### src/rtl/pll_reset_sequencer.sv
// Purpose: qualifies a raw PLL lock, then releases per-channel resets in a staggered order.
// Latency: first reset release 2 + LOCK_STABLE_CYCLES edges after pll_locked is first sampled high.
// Backpressure: none; lock loss immediately re-asserts every reset. Optional loss_count via PLL_RESET_SEQ_LOSS_COUNTER_EN.
module pll_reset_sequencer #(
    parameter int LOCK_STABLE_CYCLES = 1024,
    parameter int NUM_CHANNELS       = 2,
    parameter int STAGGER_CYCLES     = 16,
    parameter int LOSS_CNT_WIDTH     = 8
) (
    input  logic                      clock_in,
    input  logic                      reset,
    input  logic                      pll_locked,
    input  logic                      clear_sticky,
    output logic [NUM_CHANNELS-1:0]   chan_reset,
    output logic                      ready,
    output logic                      lock_lost_sticky
`ifdef PLL_RESET_SEQ_LOSS_COUNTER_EN
    ,
    output logic [LOSS_CNT_WIDTH-1:0] loss_count
`endif
);

    localparam int CNT_W = $clog2(LOCK_STABLE_CYCLES);
    localparam int STG_W = (STAGGER_CYCLES > 1) ? $clog2(STAGGER_CYCLES) : 1;
    localparam logic [CNT_W-1:0] STABLE_LAST  = CNT_W'(LOCK_STABLE_CYCLES - 1);
    localparam logic [STG_W-1:0] STAGGER_LAST = STG_W'(STAGGER_CYCLES - 1);

    generate
        if (LOCK_STABLE_CYCLES < 2 || LOCK_STABLE_CYCLES > 65535) begin : g_bad_lsc
            $error("LOCK_STABLE_CYCLES out of range");
        end
        if (NUM_CHANNELS < 1 || NUM_CHANNELS > 8) begin : g_bad_nch
            $error("NUM_CHANNELS out of range");
        end
        if (STAGGER_CYCLES < 1 || STAGGER_CYCLES > 255) begin : g_bad_stg
            $error("STAGGER_CYCLES out of range");
        end
        if (LOSS_CNT_WIDTH < 1) begin : g_bad_lcw
            $error("LOSS_CNT_WIDTH must be at least 1");
        end
    endgenerate

    typedef enum logic [1:0] {
        WAIT_LOCK = 2'd0,
        QUALIFY   = 2'd1,
        RELEASE   = 2'd2,
        RUN       = 2'd3
    } state_t;

    state_t                  r_state;
    logic                    r_sync1;
    logic                    r_sync2;
    logic [CNT_W-1:0]        r_stable_cnt;
    logic [STG_W-1:0]        r_stagger_cnt;
    logic [NUM_CHANNELS-1:0] r_chan_reset;
    logic                    r_ready;
    logic                    r_sticky;
    logic                    w_lock_s;
    logic                    w_loss_evt;

    always_ff @(posedge clock_in or posedge reset) begin
        if (reset) begin
            r_sync1 <= 1'b0;
            r_sync2 <= 1'b0;
        end else begin
            r_sync1 <= pll_locked;
            r_sync2 <= r_sync1;
        end
    end

    assign w_lock_s   = r_sync2;
    // A loss only counts once the outputs have actually been handed to the downstream logic.
    assign w_loss_evt = (r_state == RUN) && !w_lock_s;

    always_ff @(posedge clock_in or posedge reset) begin
        if (reset) begin
            r_state       <= WAIT_LOCK;
            r_stable_cnt  <= '0;
            r_stagger_cnt <= '0;
            r_chan_reset  <= '1;
            r_ready       <= 1'b0;
            r_sticky      <= 1'b0;
        end else begin
            if (w_loss_evt) begin
                r_sticky <= 1'b1;
            end else if (clear_sticky) begin
                r_sticky <= 1'b0;
            end

            case (r_state)
                WAIT_LOCK: begin
                    r_chan_reset  <= '1;
                    r_ready       <= 1'b0;
                    r_stable_cnt  <= '0;
                    r_stagger_cnt <= '0;
                    if (w_lock_s) begin
                        r_state <= QUALIFY;
                    end
                end
                QUALIFY: begin
                    if (!w_lock_s) begin
                        r_state      <= WAIT_LOCK;
                        r_stable_cnt <= '0;
                    end else if (r_stable_cnt == STABLE_LAST) begin
                        r_state       <= RELEASE;
                        r_stable_cnt  <= '0;
                        r_stagger_cnt <= '0;
                        r_chan_reset  <= r_chan_reset << 1;
                    end else begin
                        r_stable_cnt <= r_stable_cnt + CNT_W'(1);
                    end
                end
                RELEASE: begin
                    // Released bits are zero-filled from the bottom, so all-zero means every channel is out.
                    if (!w_lock_s) begin
                        r_state       <= WAIT_LOCK;
                        r_chan_reset  <= '1;
                        r_ready       <= 1'b0;
                        r_stagger_cnt <= '0;
                    end else if (r_chan_reset == '0) begin
                        r_state <= RUN;
                        r_ready <= 1'b1;
                    end else if (r_stagger_cnt == STAGGER_LAST) begin
                        r_chan_reset  <= r_chan_reset << 1;
                        r_stagger_cnt <= '0;
                    end else begin
                        r_stagger_cnt <= r_stagger_cnt + STG_W'(1);
                    end
                end
                RUN: begin
                    if (!w_lock_s) begin
                        r_state       <= WAIT_LOCK;
                        r_chan_reset  <= '1;
                        r_ready       <= 1'b0;
                        r_stagger_cnt <= '0;
                    end else begin
                        r_chan_reset <= '0;
                        r_ready      <= 1'b1;
                    end
                end
                default: begin
                    r_state      <= WAIT_LOCK;
                    r_chan_reset <= '1;
                    r_ready      <= 1'b0;
                end
            endcase
        end
    end

    assign chan_reset       = r_chan_reset;
    assign ready            = r_ready;
    assign lock_lost_sticky = r_sticky;

`ifdef PLL_RESET_SEQ_LOSS_COUNTER_EN
    logic [LOSS_CNT_WIDTH-1:0] r_loss_count;

    // A clear coincident with a loss restarts the tally at one rather than zero.
    always_ff @(posedge clock_in or posedge reset) begin
        if (reset) begin
            r_loss_count <= '0;
        end else if (w_loss_evt) begin
            if (clear_sticky) begin
                r_loss_count <= LOSS_CNT_WIDTH'(1);
            end else if (r_loss_count != '1) begin
                r_loss_count <= r_loss_count + LOSS_CNT_WIDTH'(1);
            end
        end else if (clear_sticky) begin
            r_loss_count <= '0;
        end
    end

    assign loss_count = r_loss_count;
`else
    // Loss events are reflected only in lock_lost_sticky in this build.
`endif

endmodule

### config.mk
export PLATFORM = sky130hd
export DESIGN_NAME = pll_reset_sequencer
export DESIGN_NICKNAME = d
export VERILOG_FILES = /design/src/rtl/pll_reset_sequencer.sv
export SDC_FILE = /design/constraint.sdc
export NUM_CORES = 1
export LEC_CHECK = 0
export BUFFER_PORTS_ARGS = -buffer_cell sky130_fd_sc_hd__clkbuf_2
export CAP_MARGIN = 20
export CORE_MARGIN = 8
export CORE_UTILIZATION = 50
export CTS_CLUSTER_DIAMETER = 100
export CTS_CLUSTER_SIZE = 30
export DETAILED_ROUTE_END_ITERATION = 10
export PLACE_DENSITY = 0.68
export SYNTH_ARGS = -nofsm -noshare
export SYNTH_HDL_FRONTEND = slang
export SYNTH_SLANG_ARGS = --single-unit
### constraint.sdc
create_clock -name clock_in -period 4.1 [get_ports clock_in]
set_input_delay 0.205 -clock clock_in [delete_from_list [all_inputs] [get_ports clock_in]]
set_output_delay 0.205 -clock clock_in [all_outputs]
set_load 0.01 [all_outputs]
==> impl_metrics.env <==
export IMPL_met3_usage=0.0285
export IMPL_cp_num_buf_inv=1
export IMPL_place_ws_ps=2130
export IMPL_fin_cells=177
export IMPL_placed_cells=173
export IMPL_initial_utilization=0.525
export IMPL_numClockSinks=22
export IMPL_overflow=0
export IMPL_dpl_hpwl_mm=1.87
export IMPL_r2r_start="r_state[0]"
export IMPL_avgSynthCellArea_um2=9.22
export IMPL_post_cts_buffers=0
export IMPL_slew_violations=0
export IMPL_setup_slack_ps=2080
export IMPL_fin_setup_tns_ps=0
export IMPL_fmax_mhz=496
export IMPL_area_growth_pct=6.26
export IMPL_yosysSeqAreaShare=0.425
export IMPL_vias=1111
export IMPL_max_stage_delay_ps=430
export IMPL_cp_start_kind="register"
export IMPL_tritoncts="built"
export IMPL_place_area_mm2=0.00135
export IMPL_track_usage=0.134
export IMPL_die_w_um=67.0
export IMPL_reg2reg_to="r_stagger_cnt[0]"
export IMPL_rows=18
export IMPL_critPathKind="register to register"
export IMPL_grt_pass1_vias=1083
export IMPL_power_density_mw_per_mm2=538
export IMPL_reg2reg_depth=6
export IMPL_layout_drive_gt1_share=0.150
export IMPL_wire_per_inst_um=15.1
export IMPL_gp_congestion=0.836
export IMPL_ant_nets=0
export IMPL_fin_crit_ps=2020
export IMPL_io_pins=8
export IMPL_fin_skew_ps=1.94
export IMPL_finalHoldViolCount=0
export IMPL_initialDrtViolationCount=60
export IMPL_async_flop_share=1.00
export IMPL_fin_util=0.558
export IMPL_drv_cap=0
export IMPL_path_clk_slew_ps=120
export IMPL_finalSetupViolations=0
export IMPL_p_leak_nw=0.637
export IMPL_vias_per_cell=6.28
export IMPL_peakVddDrop_v=0.000386
export IMPL_power_mw=0.743
export IMPL_status="finished clean"
export IMPL_grt_busiest_layer="met2"
export IMPL_nets=159
export IMPL_grt_max_degree=23
export IMPL_crit_family="flip-flops"
export IMPL_whs_ps=29.3
export IMPL_r2r_slack_ps=2080
export IMPL_end_kind="register"
export IMPL_worstPathCellList="inv_1, ha_1, nor3b_4, o21ai_0, a22oi_2, mux2_2"
export IMPL_path_max_fanout=9
export IMPL_grt_pass1_wl_mm=4.72
export IMPL_gr_usage_met1=0.161
export IMPL_clk_latency_ps=310
export IMPL_cts_buffers=3
export IMPL_mostFrequentLayoutCell="dfrtp_1"
export IMPL_tightest_slew_ps=845
export IMPL_synth_edf_count=0
export IMPL_finalInstanceArea_mm2=0.00138
export IMPL_required_ps=4310
export IMPL_firstDrtPassIters=4
export IMPL_grt_util_met2=0.220
export IMPL_netlist_area_mm2=0.00130
export IMPL_yosysWarningCount=0
export IMPL_slowest_stage="dfrtp_1"
export IMPL_synth_seq_cells=22
export IMPL_rsz0062_at_grt="false"
export IMPL_io_buffers=7
export IMPL_worst_ep_arrival_time_ps=2220
export IMPL_synth_flop_cell="dfrtp_1"
export IMPL_antenna_found_initial=0
export IMPL_fin_crit_sh=0.492
export IMPL_finalWirelength_mm=2.68
export IMPL_synth_nets=151
export IMPL_dieArea_mm2=0.00449
export IMPL_syn_inst=141
export IMPL_h_tree_depth=1
export IMPL_core_area_mm2=0.00248
export IMPL_ys_types=42
export IMPL_final_cell_mix="dfrtp_1, o21ai_0, nand2_1"
export IMPL_fillCellCount=230
export IMPL_relSlewSlack=0.436
export IMPL_hp_class="primary input to async pin"
export IMPL_die_y_um=67.0
export IMPL_cts_root_buf="clkbuf_4"
export IMPL_cts_buffer_depth=2
export IMPL_diodes=0
export IMPL_drc=0
-- cells in the mapped netlist, types with 2 or more instances --
| cell | instances | area share |
|---|---|---|
| a21oi_1 | 5 | 0.019 |
| a31oi_1 | 2 | 0.0096 |
| clkbuf_2 | 3 | 0.012 |
| dfrtp_1 | 20 | 0.38 |
| dfstp_2 | 2 | 0.040 |
| ha_1 | 6 | 0.058 |
| inv_1 | 10 | 0.029 |
| mux2_2 | 3 | 0.026 |
| mux2i_1 | 2 | 0.015 |
| nand2_1 | 14 | 0.040 |
| nand2b_1 | 2 | 0.0096 |
| nand3_1 | 6 | 0.023 |
| nand4_1 | 3 | 0.014 |
| nor2_1 | 9 | 0.026 |
| nor2b_1 | 2 | 0.0096 |
| nor3_1 | 3 | 0.012 |
| nor4_1 | 2 | 0.0096 |
| o21ai_0 | 17 | 0.065 |
| o22ai_1 | 2 | 0.0096 |
| o31a_1 | 2 | 0.013 |
| o31ai_1 | 2 | 0.012 |
| o41ai_1 | 4 | 0.027 |
-- routing by layer --
metal	wire length (um)	vias up	share of wire
met5	0	-	0
met4	39	0	0.015
met3	140	5	0.052
met2	1330	37	0.50
met1	1170	541	0.44
li1	-	528	-
-- flip-flops by register name, summed over array words and instances, names as in the netlist --
signal and count:
chan_reset 2, lock_lost_sticky 1, r_stable_cnt 10, r_stagger_cnt 4
r_state 2, r_sync1 1, r_sync2 1, ready 1
-- logic make-up (layout without fill, tap and decap cells) --
family	count (synthesis)	in the layout	share of synthesized area
AOI/OAI and AO/OA	43	43	0.221
xor gates and xnor gates	1	1	0.00674
adders and majority gates	6	6	0.0577
muxes	5	5	0.0414
DFF	22	22	0.425
buffers and inverters	15	21	0.0472
and+or+nand+nor	49	49	0.200
-- final cells by class --
class	instances	area, um2	share of cell area
multi-input cells	104	686	0.496
flip-flops and latches	22	553	0.400
repair buffers	8	45.0	0.0326
inverters	10	37.5	0.0272
well taps	30	37.5	0.0272
clock buffers	3	22.5	0.0163
-- how the worst max path moves through the flow --
stage | endpoint | cells after the start | startpoint | slack [ps]
6_report | r_stagger_cnt[0] | 6 | r_state[0] | 2080
5_1_grt | r_state[1] | 6 | r_state[1] | 1820
4_1_cts | r_state[1] | 6 | r_state[1] | 2100
3_5_place_dp | r_state[1] | 6 | r_state[1] | 2130
3_3_place_gp | r_state[1] | 6 | r_state[1] | 2190
2_1_floorplan | r_stagger_cnt[0] | 6 | r_state[0] | 2320
-- report_power, final --
part | switching (mW) | internal [mW]
Combinational | 0.201 | 0.136
Sequential | 0.0458 | 0.261
Clock | 0.0649 | 0.0344
Total | 0.312 | 0.432
-- what timing repair did --
item / CTS / global route
hold endpoints to repair: 1 / 0
hold buffers: 1 / 0
gates resized for setup: 0 / 0
Note: power is estimated with default switching activity, not from simulation.
